<file path="config.mk">
export PLATFORM = sky130hd
export DESIGN_NAME = crc_serial_engine
export DESIGN_NICKNAME = d
export VERILOG_FILES = /design/src/rtl/crc_pkg.sv /design/src/rtl/crc_lfsr_step.sv /design/src/rtl/crc_serial_engine.sv
export SDC_FILE = /design/constraint.sdc
export NUM_CORES = 1
export LEC_CHECK = 0
export BUFFER_PORTS_ARGS = -buffer_cell sky130_fd_sc_hd__buf_2
export CAP_MARGIN = 20
export CORE_UTILIZATION = 30
export DETAILED_ROUTE_END_ITERATION = 8
export PLACE_DENSITY = 0.58
export SYNTH_ARGS = -nofsm -noshare
export SYNTH_HDL_FRONTEND = slang
export SYNTH_SLANG_ARGS = --single-unit
</file>
<file path="constraint.sdc">
create_clock -name clk -period 3.79 [get_ports clk]
set_clock_uncertainty 0.2 [all_clocks]
set_input_delay 0.1895 -clock clk [delete_from_list [all_inputs] [get_ports clk]]
set_output_delay 0.1895 -clock clk [all_outputs]
set_load 0.05 [all_outputs]
</file>
<file path="src/rtl/crc_pkg.sv">
// Shared CRC engine definitions: FSM state codes, USB CRC constants and a
// width-aware bit-reversal helper.
package crc_pkg;

  localparam logic [1:0] ST_IDLE   = 2'd0;
  localparam logic [1:0] ST_DATA   = 2'd1;
  localparam logic [1:0] ST_APPEND = 2'd2;
  localparam logic [1:0] ST_DONE   = 2'd3;

  localparam logic [15:0] CRC16_POLY    = 16'h8005;
  localparam logic [15:0] CRC16_INIT    = 16'hFFFF;
  localparam logic [15:0] CRC16_RESIDUE = 16'h800D;

  localparam logic [4:0] CRC5_POLY    = 5'h05;
  localparam logic [4:0] CRC5_INIT    = 5'h1F;
  localparam logic [4:0] CRC5_RESIDUE = 5'h0C;

  // Reverses the low w bits of v; bits above w come back as zero.
  function automatic logic [31:0] bitrev(input logic [31:0] v, input int w);
    logic [31:0] src;
    logic [31:0] o;
    src = v;
    o   = '0;
    for (int i = 0; i < 32; i++) begin
      if (i < w) begin
        o   = {o[30:0], src[0]};
        src = src >> 1;
      end
    end
    return o;
  endfunction

endpackage

</file>
<file path="src/rtl/crc_lfsr_step.sv">
// One serial CRC step: shift the register by one input bit with polynomial
// feedback.
module crc_lfsr_step #(
  parameter int              WIDTH = 16,
  parameter logic [WIDTH-1:0] POLY = '0
) (
  input  logic [WIDTH-1:0] r_in,
  input  logic             bit_in,
  output logic [WIDTH-1:0] r_out
);

  logic fb;

  always_comb begin
    fb    = r_in[WIDTH-1] ^ bit_in;
    r_out = {r_in[WIDTH-2:0], 1'b0} ^ (fb ? POLY : '0);
  end

endmodule

</file>
<file path="src/rtl/crc_serial_engine.sv">
// Serial CRC generator/checker: one bit per bit_valid cycle framed by sop/eop,
// GEN appends the CRC serially, CHK compares the final register to the residue.
module crc_serial_engine
  import crc_pkg::*;
#(
  parameter int          WIDTH       = 16,
  parameter logic [31:0] POLY        = 32'(CRC16_POLY),
  parameter logic [31:0] INIT        = 32'(CRC16_INIT),
  parameter logic [31:0] XOR_OUT     = 32'hFFFF,
  parameter logic [31:0] RESIDUE     = 32'(CRC16_RESIDUE),
  parameter bit          REFLECT_OUT = 1'b1
) (
  input  logic             clk,
  input  logic             n_rst,
  input  logic             mode,
  input  logic             sop,
  input  logic             eop,
  input  logic             bit_valid,
  input  logic             data_in,
  input  logic             tx_ready,
  output logic             tx_bit,
  output logic             tx_valid,
  output logic             tx_last,
  output logic [WIDTH-1:0] crc_o,
  output logic             crc_valid,
  output logic             crc_ok,
  output logic             crc_err,
  output logic             busy
);

  localparam int               CW       = $clog2(WIDTH);
  localparam logic [WIDTH-1:0] POLY_W   = POLY[WIDTH-1:0];
  localparam logic [WIDTH-1:0] INIT_W   = INIT[WIDTH-1:0];
  localparam logic [WIDTH-1:0] XOR_W    = XOR_OUT[WIDTH-1:0];
  localparam logic [WIDTH-1:0] RES_W    = RESIDUE[WIDTH-1:0];
  localparam logic [CW-1:0]    CNT_LAST = CW'(WIDTH - 1);

  function automatic logic [WIDTH-1:0] fmt_crc(input logic [WIDTH-1:0] r);
    logic [31:0] rv;
    rv = bitrev(32'(r), WIDTH);
    return (REFLECT_OUT ? rv[WIDTH-1:0] : r) ^ XOR_W;
  endfunction

  logic [1:0]       state_q, state_d;
  logic [WIDTH-1:0] r_q, r_d;
  logic [WIDTH-1:0] r_eop_q, r_eop_d;
  logic [CW-1:0]    cnt_q, cnt_d;
  logic             mode_q, mode_d;
  logic             drop_q, drop_d;
  logic [WIDTH-1:0] crc_o_q, crc_o_d;
  logic             crc_valid_q, crc_valid_d;
  logic             crc_ok_q, crc_ok_d;
  logic             crc_err_q, crc_err_d;

  logic             start, accept, end_mode;
  logic [WIDTH-1:0] step_in, step_out, xor_sh;

  // A sop is honoured everywhere except APPEND, where the shifter is busy.
  assign start    = bit_valid & sop & (state_q != ST_APPEND);
  assign accept   = start | (bit_valid & (state_q == ST_DATA));
  assign step_in  = start ? INIT_W : r_q;
  assign end_mode = start ? mode : mode_q;

  crc_lfsr_step #(.WIDTH(WIDTH), .POLY(POLY_W)) u_step (
    .r_in  (step_in),
    .bit_in(data_in),
    .r_out (step_out)
  );

  always_comb begin
    state_d     = state_q;
    r_d         = r_q;
    r_eop_d     = r_eop_q;
    cnt_d       = cnt_q;
    mode_d      = mode_q;
    drop_d      = drop_q;
    crc_o_d     = crc_o_q;
    crc_valid_d = 1'b0;
    crc_ok_d    = crc_ok_q;
    crc_err_d   = crc_err_q;

    if (state_q == ST_APPEND) begin
      if (bit_valid && sop) drop_d = 1'b1;
      if (tx_ready) begin
        r_d   = {r_q[WIDTH-2:0], 1'b0};
        cnt_d = cnt_q + 1'b1;
        if (cnt_q == CNT_LAST) state_d = ST_DONE;
      end
    end
    if (state_q == ST_DONE) state_d = ST_IDLE;

    if (start) begin
      mode_d    = mode;
      drop_d    = 1'b0;
      crc_ok_d  = 1'b0;
      crc_err_d = 1'b0;
    end
    // sop inside DATA aborts the packet in flight; the new bit still counts.
    if (start && state_q == ST_DATA) begin
      crc_valid_d = 1'b1;
      crc_err_d   = 1'b1;
    end

    if (accept) begin
      r_d     = step_out;
      state_d = ST_DATA;
      if (eop) begin
        r_eop_d = step_out;
        cnt_d   = '0;
        if (end_mode) begin
          state_d = ST_APPEND;
          crc_o_d = fmt_crc(step_out);
        end else begin
          state_d = ST_DONE;
        end
      end
    end

    // DONE results take priority over a back-to-back sop in the same cycle.
    if (state_q == ST_DONE) begin
      crc_valid_d = 1'b1;
      crc_o_d     = fmt_crc(r_eop_q);
      if (!mode_q) begin
        crc_ok_d  = (r_q == RES_W);
        crc_err_d = (r_q != RES_W);
      end else begin
        crc_ok_d  = 1'b0;
        crc_err_d = drop_q;
      end
    end
  end

  always_ff @(posedge clk or posedge n_rst) begin
    if (n_rst) begin
      state_q     <= ST_IDLE;
      r_q         <= INIT_W;
      r_eop_q     <= '0;
      cnt_q       <= '0;
      mode_q      <= 1'b0;
      drop_q      <= 1'b0;
      crc_o_q     <= '0;
      crc_valid_q <= 1'b0;
      crc_ok_q    <= 1'b0;
      crc_err_q   <= 1'b0;
    end else begin
      state_q     <= state_d;
      r_q         <= r_d;
      r_eop_q     <= r_eop_d;
      cnt_q       <= cnt_d;
      mode_q      <= mode_d;
      drop_q      <= drop_d;
      crc_o_q     <= crc_o_d;
      crc_valid_q <= crc_valid_d;
      crc_ok_q    <= crc_ok_d;
      crc_err_q   <= crc_err_d;
    end
  end

  assign xor_sh    = XOR_W << cnt_q;
  assign tx_valid  = (state_q == ST_APPEND);
  assign tx_bit    = tx_valid & (r_q[WIDTH-1] ^ xor_sh[WIDTH-1]);
  assign tx_last   = tx_valid & (cnt_q == CNT_LAST);
  assign busy      = (state_q != ST_IDLE);
  assign crc_o     = crc_o_q;
  assign crc_valid = crc_valid_q;
  assign crc_ok    = crc_ok_q;
  assign crc_err   = crc_err_q;

endmodule
</file>
After elaboration in Yosys (flattened, before gate mapping):

Cells that the tools add are included.

* input bits: 8
* flip-flop bits (word level): 59

* $add $sub $neg: 1
* mux-type cells: 36
* bitwise operators: 11
* eq/ne operators: 7
* shift-type cells: 1
* reduce and logical (&&, ||, !) cells: 20

Operators with widths (number)
* two-way mux 16 bit: 13
* NOT 16 bit: 2
* nonzero test 2 bit: 9
* equality test 16 bit (second input constant): 1
* two-way mux 4 bit: 4
* inequality test 16 bit (second input constant): 1
* left shift 16 x 4 -> 16 bit (first input constant): 1
* XOR 16 bit: 1
* two-way mux 1 bit: 13
* two-way mux 2 bit: 6
* nonzero test 3 bit: 4
* AND reduction 2 bit: 3
* AND reduction 3 bit: 2
* bitwise AND 1 bit: 5
* adder 4 x 1 -> 4 bit (second input constant): 1
* equality test 2 bit (second input constant): 2
* equality test 4 bit (second input constant): 1
* equality test 2 x 1 -> 1 bit (second input constant): 1
* logical AND 1 bit: 2
* inequality test 2 bit (second input constant): 1
* XOR 1 bit: 2
* bitwise OR 1 bit: 1

Depth between registers and ports, before layout:

Gate-level depths: netlist (run 1).

* depth after elaboration: 14
* gate-level depth with buffers: 9

Modules after synthesis:

Synthesis (run 1) repeated with hierarchy kept, for this count alone.

* cells, all modules: 314
* area total of the unflattened synthesis: 3029.2 um^2

By module, submodules not included
* crc_serial_engine: times used 1, cells each 297, area each 2867.8 um^2
* crc_lfsr_step: times used 1, cells each 17, area each 161.4 um^2

Least setup slack after synthesis (run 1):

No wires, ideal clock.

* kind: register -> register
* from: register state_q[0]
* to: register crc_o_q[0] (netlist: crc_o[0])
* stages on the path, launching flop included: 8
* clock period less this slack: 2.010 ns
* arrival: 1.690 ns
* data required time: 3.470 ns
* path slack: 1.780 ns
* cells stage by stage: dfrtp_1 > nand2b_1 > buf_6 > inv_2 > o21ai_1 > a211oi_4 > o22ai_1 > a31o_2

* longest elaborated chain between the ends: 14
* elaborated cells between the ends (all ways): 23
* those cells by class: eq/ne: 3; mux: 10; bitwise: 6; reduce/logical: 4

Ends and longest elaborated chain
* start: declaration: RTL line crc_serial_engine.sv:44 `logic [1:0] state_q, state_d;`
* start signal: assignment: RTL line crc_serial_engine.sv:146 `state_q <= state_d;`
* inequality test 2 bit: RTL line crc_serial_engine.sv:59 `assign start = bit_valid & sop & (state_q != ST_APPEND);`
* bitwise AND 1 bit: RTL line crc_serial_engine.sv:59
* two-way mux 16 bit: RTL line crc_serial_engine.sv:61 `assign step_in = start ? INIT_W : r_q;`
* XOR 1 bit: RTL line crc_lfsr_step.sv:15 `fb = r_in[WIDTH-1] ^ bit_in;`
* two-way mux 16 bit: RTL line crc_lfsr_step.sv:16 `r_out = {r_in[WIDTH-2:0], 1'b0} ^ (fb ? POLY : '0);`
* XOR 16 bit: RTL line crc_lfsr_step.sv:16
* two-way mux 16 bit: RTL line crc_serial_engine.sv:110 `if (end_mode) begin`
* two-way mux 16 bit: RTL line crc_serial_engine.sv:107 `if (eop) begin`
* two-way mux 16 bit: RTL line crc_serial_engine.sv:104 `if (accept) begin`
* NOT 16 bit (no source line)
* two-way mux 16 bit: RTL line crc_serial_engine.sv:110
* two-way mux 16 bit: RTL line crc_serial_engine.sv:107
* two-way mux 16 bit: RTL line crc_serial_engine.sv:104
* two-way mux 16 bit: RTL line crc_serial_engine.sv:120 `if (state_q == ST_DONE) begin`
* end signal: assignment: RTL line crc_serial_engine.sv:152 `crc_o_q <= crc_o_d;`
* end: declaration: RTL line crc_serial_engine.sv:50 `logic [WIDTH-1:0] crc_o_q, crc_o_d;`

Several ways; a longest one is shown, not always the timed one. The select of a mux whose other input is x is not followed.
A chain may end at the register's enable or synchronous reset.

Worst setup path after layout (run 1):

* from: register state_q[0]
* to: register r_q[2]

* longest elaborated chain between the ends: 7
* elaborated cells between the ends (all ways): 14
* those cells by class: eq/ne: 3; mux: 3; bitwise: 5; reduce/logical: 3

Ends and longest elaborated chain
* inequality test 2 bit: RTL line crc_serial_engine.sv:59
* bitwise AND 1 bit: RTL line crc_serial_engine.sv:59
* two-way mux 16 bit: RTL line crc_serial_engine.sv:61
* XOR 1 bit: RTL line crc_lfsr_step.sv:15
* two-way mux 16 bit: RTL line crc_lfsr_step.sv:16
* XOR 16 bit: RTL line crc_lfsr_step.sv:16
* two-way mux 16 bit: RTL line crc_serial_engine.sv:104
* end signal: assignment: RTL line crc_serial_engine.sv:147 `r_q <= r_d;`
* end: declaration: RTL line crc_serial_engine.sv:45 `logic [WIDTH-1:0] r_q, r_d;`

Several ways; a longest one is shown, not always the timed one.

==> impl_metrics.yaml, run 1 <==
route:
  wl_per_cell_um: 12.9
  drc: 0
  viasPerCell: 4.72
  drtIter0Drc: 135
  drt_wl_total_mm: 5.30
  dr.pass1.iters: 4
  routed-via-count: 1940
  ant_nets: 0
logic_synthesis:
  yosys.area_share.simple: 0.180
  syn_area_um2: 2650
  yosys_most_used_dff: "dfrtp_1"
  synth_edf_count: 0
  ys_seq_area_frac: 0.565
  synthMuxAreaShare: 0.0151
  synth.distinct_cells: 39
  yosys.area_share.adder: 0.00473
  synth_cells: 271
  synth_warnings: 0
  synth_xor_area_frac: 0.0331
  synth_compound_area_frac: 0.154
  synth_top_family_by_area: "simple AND/OR/NAND/NOR gates"
  synth_fp_nets: 280
  avgSynthCellArea_um2: 9.76
  synth-seq-cells: 59
  ys_async_sr_fraction: 1.00
sta:
  finalWorstPathRequiredPeriod_ps: 2390
  hold_ws_ps: 14.8
  fmax_mhz: 419
  hold_violations: 0
  tightest_slew_ps: 893
  period_share: 0.630
  maxSlewHeadroom: 0.404
  rsz0062_at_grt: "no"
  maxSlewViolCount: 0
  final-setup-viol-count: 0
  tns_ps: 0
critical_path:
  crit_family: "compound AO/OA/AOI/OAI gates"
  slowest_stage: "a21o_1"
  endpoint_kind: "flip-flop"
  max_stage_delay_ps: 680
  reg2reg_depth: 5
  critPathArrivalTime_ps: 2450
  r2r_start: "state_q[0]"
  path_class: "reg2reg"
  r2r_end: "r_q[2]"
  cp_cell_sequence: "nand2b_1, inv_2, and2_4, a21o_1, mux2_4"
  worstSetupStartpoint: "state_q[0]"
  rrSetupSlack_ps: 1400
  required_ps: 3850
  worst-path-max-fanout: 29
  critPathBufInv: 1
  crit_path_start_kind: "flip-flop"
clock_network:
  path_clk_slew_ps: 70
  cts_root_buf: "clkbuf_8"
  clk_latency_ps: 350
  htreeDepth: 3
  cts_max_path_buffers: 2
  cts_tree: "done"
  post_cts_buffers: 0
  cts_buffers: 9
  cts_sinks: 59
place:
  port_buffers: 30
  post-place-cells: 392
  placed_area_um2: 2850
  place_hpwl_mm: 3.63
  place.gp.congestion: 0.727
finish:
  multiInputGateArea_um2: 1020
  fin_nets: 310
  fin_util: 0.375
  fin_cells: 411
  drive_above_1_share: 0.252
  finalInstanceArea_um2: 3140
  n_fill_cell: 864
  regArea_um2: 1500
  area_growth_pct: 18.8
  diodes: 0
die:
  start_util: 0.316
  num_io_pins: 31
  die_h_um: 95.9
  row_count: 33
  dieArea_um2: 9200
  dieWidth_um: 95.9
  coreArea_um2: 8380
pwr:
  power_switching_uw: 1240
  p_leak_uw: 0.00141
  ir_drop_mv: 0.190
  comb_power_share: 0.387
  p_sw_frac: 0.404
  pwr-share-seq: 0.372
  power.density_nw_per_um2: 977
  p_int_uw: 1830
  clkPwrFrac: 0.240
hold_path:
  holdCritPathClass: "in2reg"
  worstHoldEndpoint: "state_q[1]"
  hp-start: "eop"
  holdPathStages: 3
global_routing:
  antenna_found_initial: 0
  grt_start_max_net_pins: 43
  overflow: 0
  grt.total_usage: 0.136
  grt_pass1_vias: 1943
  grt_pass1_wl_mm: 9.35
run_status:
  outcome: "finished clean"
run:
  maxCapViolations: 0
==> area by class of cell <==
| class | instances | area share |
|---|---|---|
| clock buffer | 12 | 0.0525 |
| clock inverter | 4 | 0.0303 |
| inverter | 4 | 0.00478 |
| multi-input combinational | 190 | 0.326 |
| sequential | 59 | 0.476 |
| tap | 105 | 0.0418 |
| timing repair buffer | 37 | 0.0685 |
==> worst max-delay path by stage <==
stage,endpoint,cells past startpoint
finish,r_q[2],5
floorplan,crc_o[0],7
CTS,r_eop_q[2],4
global route,r_q[15],5
detailed placement,r_eop_q[2],4
global placement,r_eop_q[11],5
==> metrics by stage <==
stage / total power (uW) / setup WS, ps
global placement: 2320 / 1470
floorplan: 2120 / 1780
CTS: 3100 / 1290
finish: 3070 / 1400
detailed placement: 2350 / 1320
global route: 3300 / 1270
==> cells in the mapped netlist (2+ instances only) <==
| cell type | number | share of area |
|---|---|---|
| dfrtp_1 | 43 | 0.41 |
| o221ai_1 | 13 | 0.043 |
| a21o_1 | 2 | 0.0057 |
| nand2b_1 | 2 | 0.0047 |
| nand4_1 | 3 | 0.0071 |
| buf_4 | 2 | 0.0057 |
| nor2_1 | 42 | 0.060 |
| buf_6 | 4 | 0.017 |
| dfstp_2 | 16 | 0.16 |
| inv_1 | 3 | 0.0043 |
| clkbuf_1 | 8 | 0.011 |
| a31o_2 | 3 | 0.0099 |
| buf_2 | 4 | 0.0076 |
| nor4_1 | 2 | 0.0047 |
| nand2_1 | 53 | 0.075 |
| o21ai_0 | 17 | 0.032 |
| xnor2_1 | 8 | 0.026 |
| xor2_1 | 2 | 0.0066 |
| mux2_4 | 2 | 0.011 |
| nand3_1 | 4 | 0.0076 |
| a21oi_1 | 16 | 0.030 |
| o22ai_1 | 5 | 0.012 |
==> power by group through the flow <==
| stage | logic [uW] | clock network [uW] | registers, uW |
|---|---|---|---|
| floorplan | 702 | 0 | 1420 |
| global placement | 1180 | 0 | 1140 |
| detailed placement | 1200 | 0 | 1160 |
| CTS | 1200 | 751 | 1150 |
| global route | 1340 | 779 | 1190 |
| finish | 1190 | 737 | 1140 |
==> sequential cells by signal, summed over array words and instances (netlist names) <==
register / count
mode_q: 1
state_q: 2
cnt_q: 4
crc_ok: 1
crc_err: 1
crc_valid: 1
drop_q: 1
r_q: 16
r_eop_q: 16
crc_o: 16
==> kinds of logic (layout without fill, tap and decap cells) <==
family / count (synthesis) / count (layout)
DFF: 59 / 59
muxes: 3 / 3
buffers and inverters: 22 / 57
and+or+nand+nor: 114 / 114
xor gates and xnor gates: 10 / 10
adders and majority gates: 1 / 1
AOI/OAI and AO/OA: 62 / 62
==> worst register-to-register path, stage by stage, from the launching register on <==
cell	delay (ps)
dfrtp_1	410
nand2b_1	310
inv_2	150
and2_4	190
a21o_1	680
mux2_4	360
==> placed cells by master, fill, tap and decap left out, types with 2 or more instances in the layout <==
cell type,netlist,final
o221ai_1,13,13
inv_2,1,2
dlygate4sd3_1,0,2
a21oi_1,16,16
o21ai_0,17,17
nand4_1,3,3
buf_2,4,30
nor2_1,42,42
bufinv_16,0,3
a31o_2,3,3
o22ai_1,5,5
nand2_1,53,53
nor4_1,2,2
clkbuf_8,0,12
dfstp_2,16,16
xor2_1,2,2
dfrtp_1,43,43
nand2b_1,2,2
nand3_1,4,4
buf_4,2,4
xnor2_1,8,8
a21o_1,2,2
inv_1,3,2
mux2_4,2,2
==> metal layers <==
metal	up-vias	global-route usage	routed length, um
met3	10	0.0403	170
met4	0	0.0560	113
li1	985	-	-
met5	-	0	0
met1	917	0.166	2580
met2	28	0.223	2440
==> timing repair <==
action | CTS | global route
hold endpoints to repair | 26 | 0
resized for setup | 0 | 0
hold buffers | 2 | 0
(Power assumes the default switching activity.)
==> run 2: changes to the inputs <==
ABC_AREA = 1   (was unset)
clock period = 2.35 ns   (was 3.79 ns; I/O delays follow)
==> run 2 against run 1 <==
First-iteration DRC count shrank 18%. Sequential share of layout area fell by 1.7 points. Clock power rose by 38%. Synthesized area increased by 3.1%.
==> impl_metrics.yaml, run 2 <==
run_status:
  outcome: "finished clean"
critical_path:
  reg2reg_depth: 7
  cp_cell_sequence: "dlygate4sd3_1, buf_2, nand2_1, inv_2, nand2_4, a21oi_4, nand2_4, nor2_8, nand2_1, nand3_1"
  slowest_stage: "dlygate4sd3_1"
  rrSetupSlack_ps: 430
  critPathArrivalTime_ps: 1990
  worst-path-max-fanout: 19
  path_class: "in2reg"
  r2r_end: "crc_o[0]"
  max_stage_delay_ps: 540
  endpoint_kind: "flip-flop"
  r2r_start: "state_q[1]"
  required_ps: 2410
  crit_path_start_kind: "input pin"
route:
  drtIter0Drc: 111
  wl_per_cell_um: 12.6
  drc: 0
  viasPerCell: 4.69
  ant_nets: 0
  dr.pass1.iters: 4
  drt_wl_total_mm: 5.88
  routed-via-count: 2194
die:
  row_count: 34
  coreArea_um2: 8760
  dieArea_um2: 9480
  num_io_pins: 31
  die_h_um: 97.4
  dieWidth_um: 97.4
  start_util: 0.311
logic_synthesis:
  synth_common_cells: "82 x nand2_1, 46 x nand3_1, 43 x dfrtp_1"
  synth_area_leaders: "dfrtp_1 39%, dfstp_2 15%, nand2_1 11%"
  synth_top_area_share: 0.394
  syn_area_um2: 2730
  yosysMostFrequentCell: "nand2_1"
  synth_warnings: 0
  synth_cells: 314
  synth_edf_count: 0
  avgSynthCellArea_um2: 8.69
  ys_seq_area_frac: 0.549
  synth.distinct_cells: 28
  yosys.area.top_type: "dfrtp_1"
  synth-seq-cells: 59
  yosys_most_used_dff: "dfrtp_1"
  synth_fp_nets: 323
  ys_async_sr_fraction: 1.00
global_routing:
  grt_start_max_net_pins: 27
  grt.total_usage: 0.134
  antenna_found_initial: 0
  overflow: 0
  grt_pass1_wl_mm: 10.1
  grt_pass1_vias: 2155
sta:
  period_share: 0.819
  hold_violations: 0
  final-setup-viol-count: 0
  tns_ps: 0
  finalWorstPathRequiredPeriod_ps: 1920
  rsz0062_at_grt: "no"
  tightest_slew_ps: 507
  maxSlewViolCount: 0
  maxSlewHeadroom: 0.661
  fmax_mhz: 520
place:
  place_hpwl_mm: 4.02
  post-place-cells: 447
  place.gp.congestion: 0.783
  port_buffers: 30
clock_network:
  post_cts_buffers: 0
  cts_sinks: 59
  cts_buffers: 9
  cts_hold_buf: 5
  htreeDepth: 3
  cts_root_buf: "clkbuf_8"
  cts_max_path_buffers: 2
  cts.repair.resized: 0
  cts_tree: "done"
  path_clk_slew_ps: 60
  clk_latency_ps: 330
finish:
  drive_above_1_share: 0.264
  fin_cells: 468
  final_cell_mix: "82 x nand2_1, 46 x nand3_1, 43 x dfrtp_1, 32 x o21ai_0, 30 x buf_2"
  area_growth_pct: 19.4
  diodes: 0
  n_fill_cell: 894
  final_common_cell: "nand2_1"
  fin_util: 0.372
  fin_nets: 364
hold_path:
  hp-start: "tx_ready"
  worstHoldEndpoint: "cnt_q[1]"
  holdPathStages: 6
  holdCritPathClass: "in2reg"
pwr:
  p_leak_uw: 0.00161
  power.density_nw_per_um2: 1550
  ir_drop_mv: 0.539
run:
  maxCapViolations: 0
run 2: worst max path at each step:
stage	cells past startpoint	endpoint	startpoint
after floorplan	7	r_q[11]	state_q[1]
after global placement	7	crc_o[0]	state_q[1]
after detailed placement	7	crc_o[0]	state_q[1]
after CTS	7	crc_o[0]	state_q[1]
after global routing	11	r_q[10]	sop
final	10	crc_o[0]	sop
run 2: metrics by stage:
step | setup WS, ps | power, uW | instance area [um^2] | hold WS [ps]
after detailed placement | 424 | 4040 | 2990 | -21.1
after global routing | 253 | 5390 | 3260 | 95.8
after CTS | 400 | 5090 | 3260 | 41.1
final | 426 | 5030 | 3260 | 63.4
after global placement | 485 | 4000 | 2990 | -13.2
after floorplan | 379 | 3560 | 2730 | 129
run 2: final cells by class:
class | instances | area, um^2 | area share
clock inverters | 5 | 77.6 | 0.0238
multi-input cells | 223 | 1080 | 0.331
flip-flops and latches | 59 | 1500 | 0.459
well taps | 108 | 135 | 0.0415
inverters | 20 | 75.1 | 0.0231
repair buffers | 42 | 253 | 0.0776
clock buffers | 11 | 141 | 0.0434
run 2: kinds of logic (layout without fill, tap and decap cells):
kind of cell / Yosys count / in the layout / synth area share
xor gates and xnor gates: 2 / 2 / 0.00642
and+or+nand+nor: 182 / 182 / 0.309
adders and majority gates: 1 / 1 / 0.00459
buffers and inverters: 32 / 78 / 0.0560
DFF: 59 / 59 / 0.549
AOI/OAI and AO/OA: 38 / 38 / 0.0757
run 2: per-layer routing:
metal,track usage,up-vias,part of all wire
met4,0.0690,0,0.022
met3,0.0281,11,0.038
met5,0,-,0
li1,-,1109,-
met2,0.212,41,0.46
met1,0.173,1033,0.48
run 2: worst max-delay path, delay by kind of cell:
| kind | cells | cell delay (ps) |
|---|---|---|
| AOI/OAI and AO/OA | 1 | 230 |
| buffers and inverters | 3 | 750 |
| and+or+nand+nor | 6 | 870 |
run 2: power by group:
| part | switching [uW] | internal (uW) |
|---|---|---|
| clock | 395 | 622 |
| sequential | 292 | 1590 |
| combinational | 1500 | 625 |
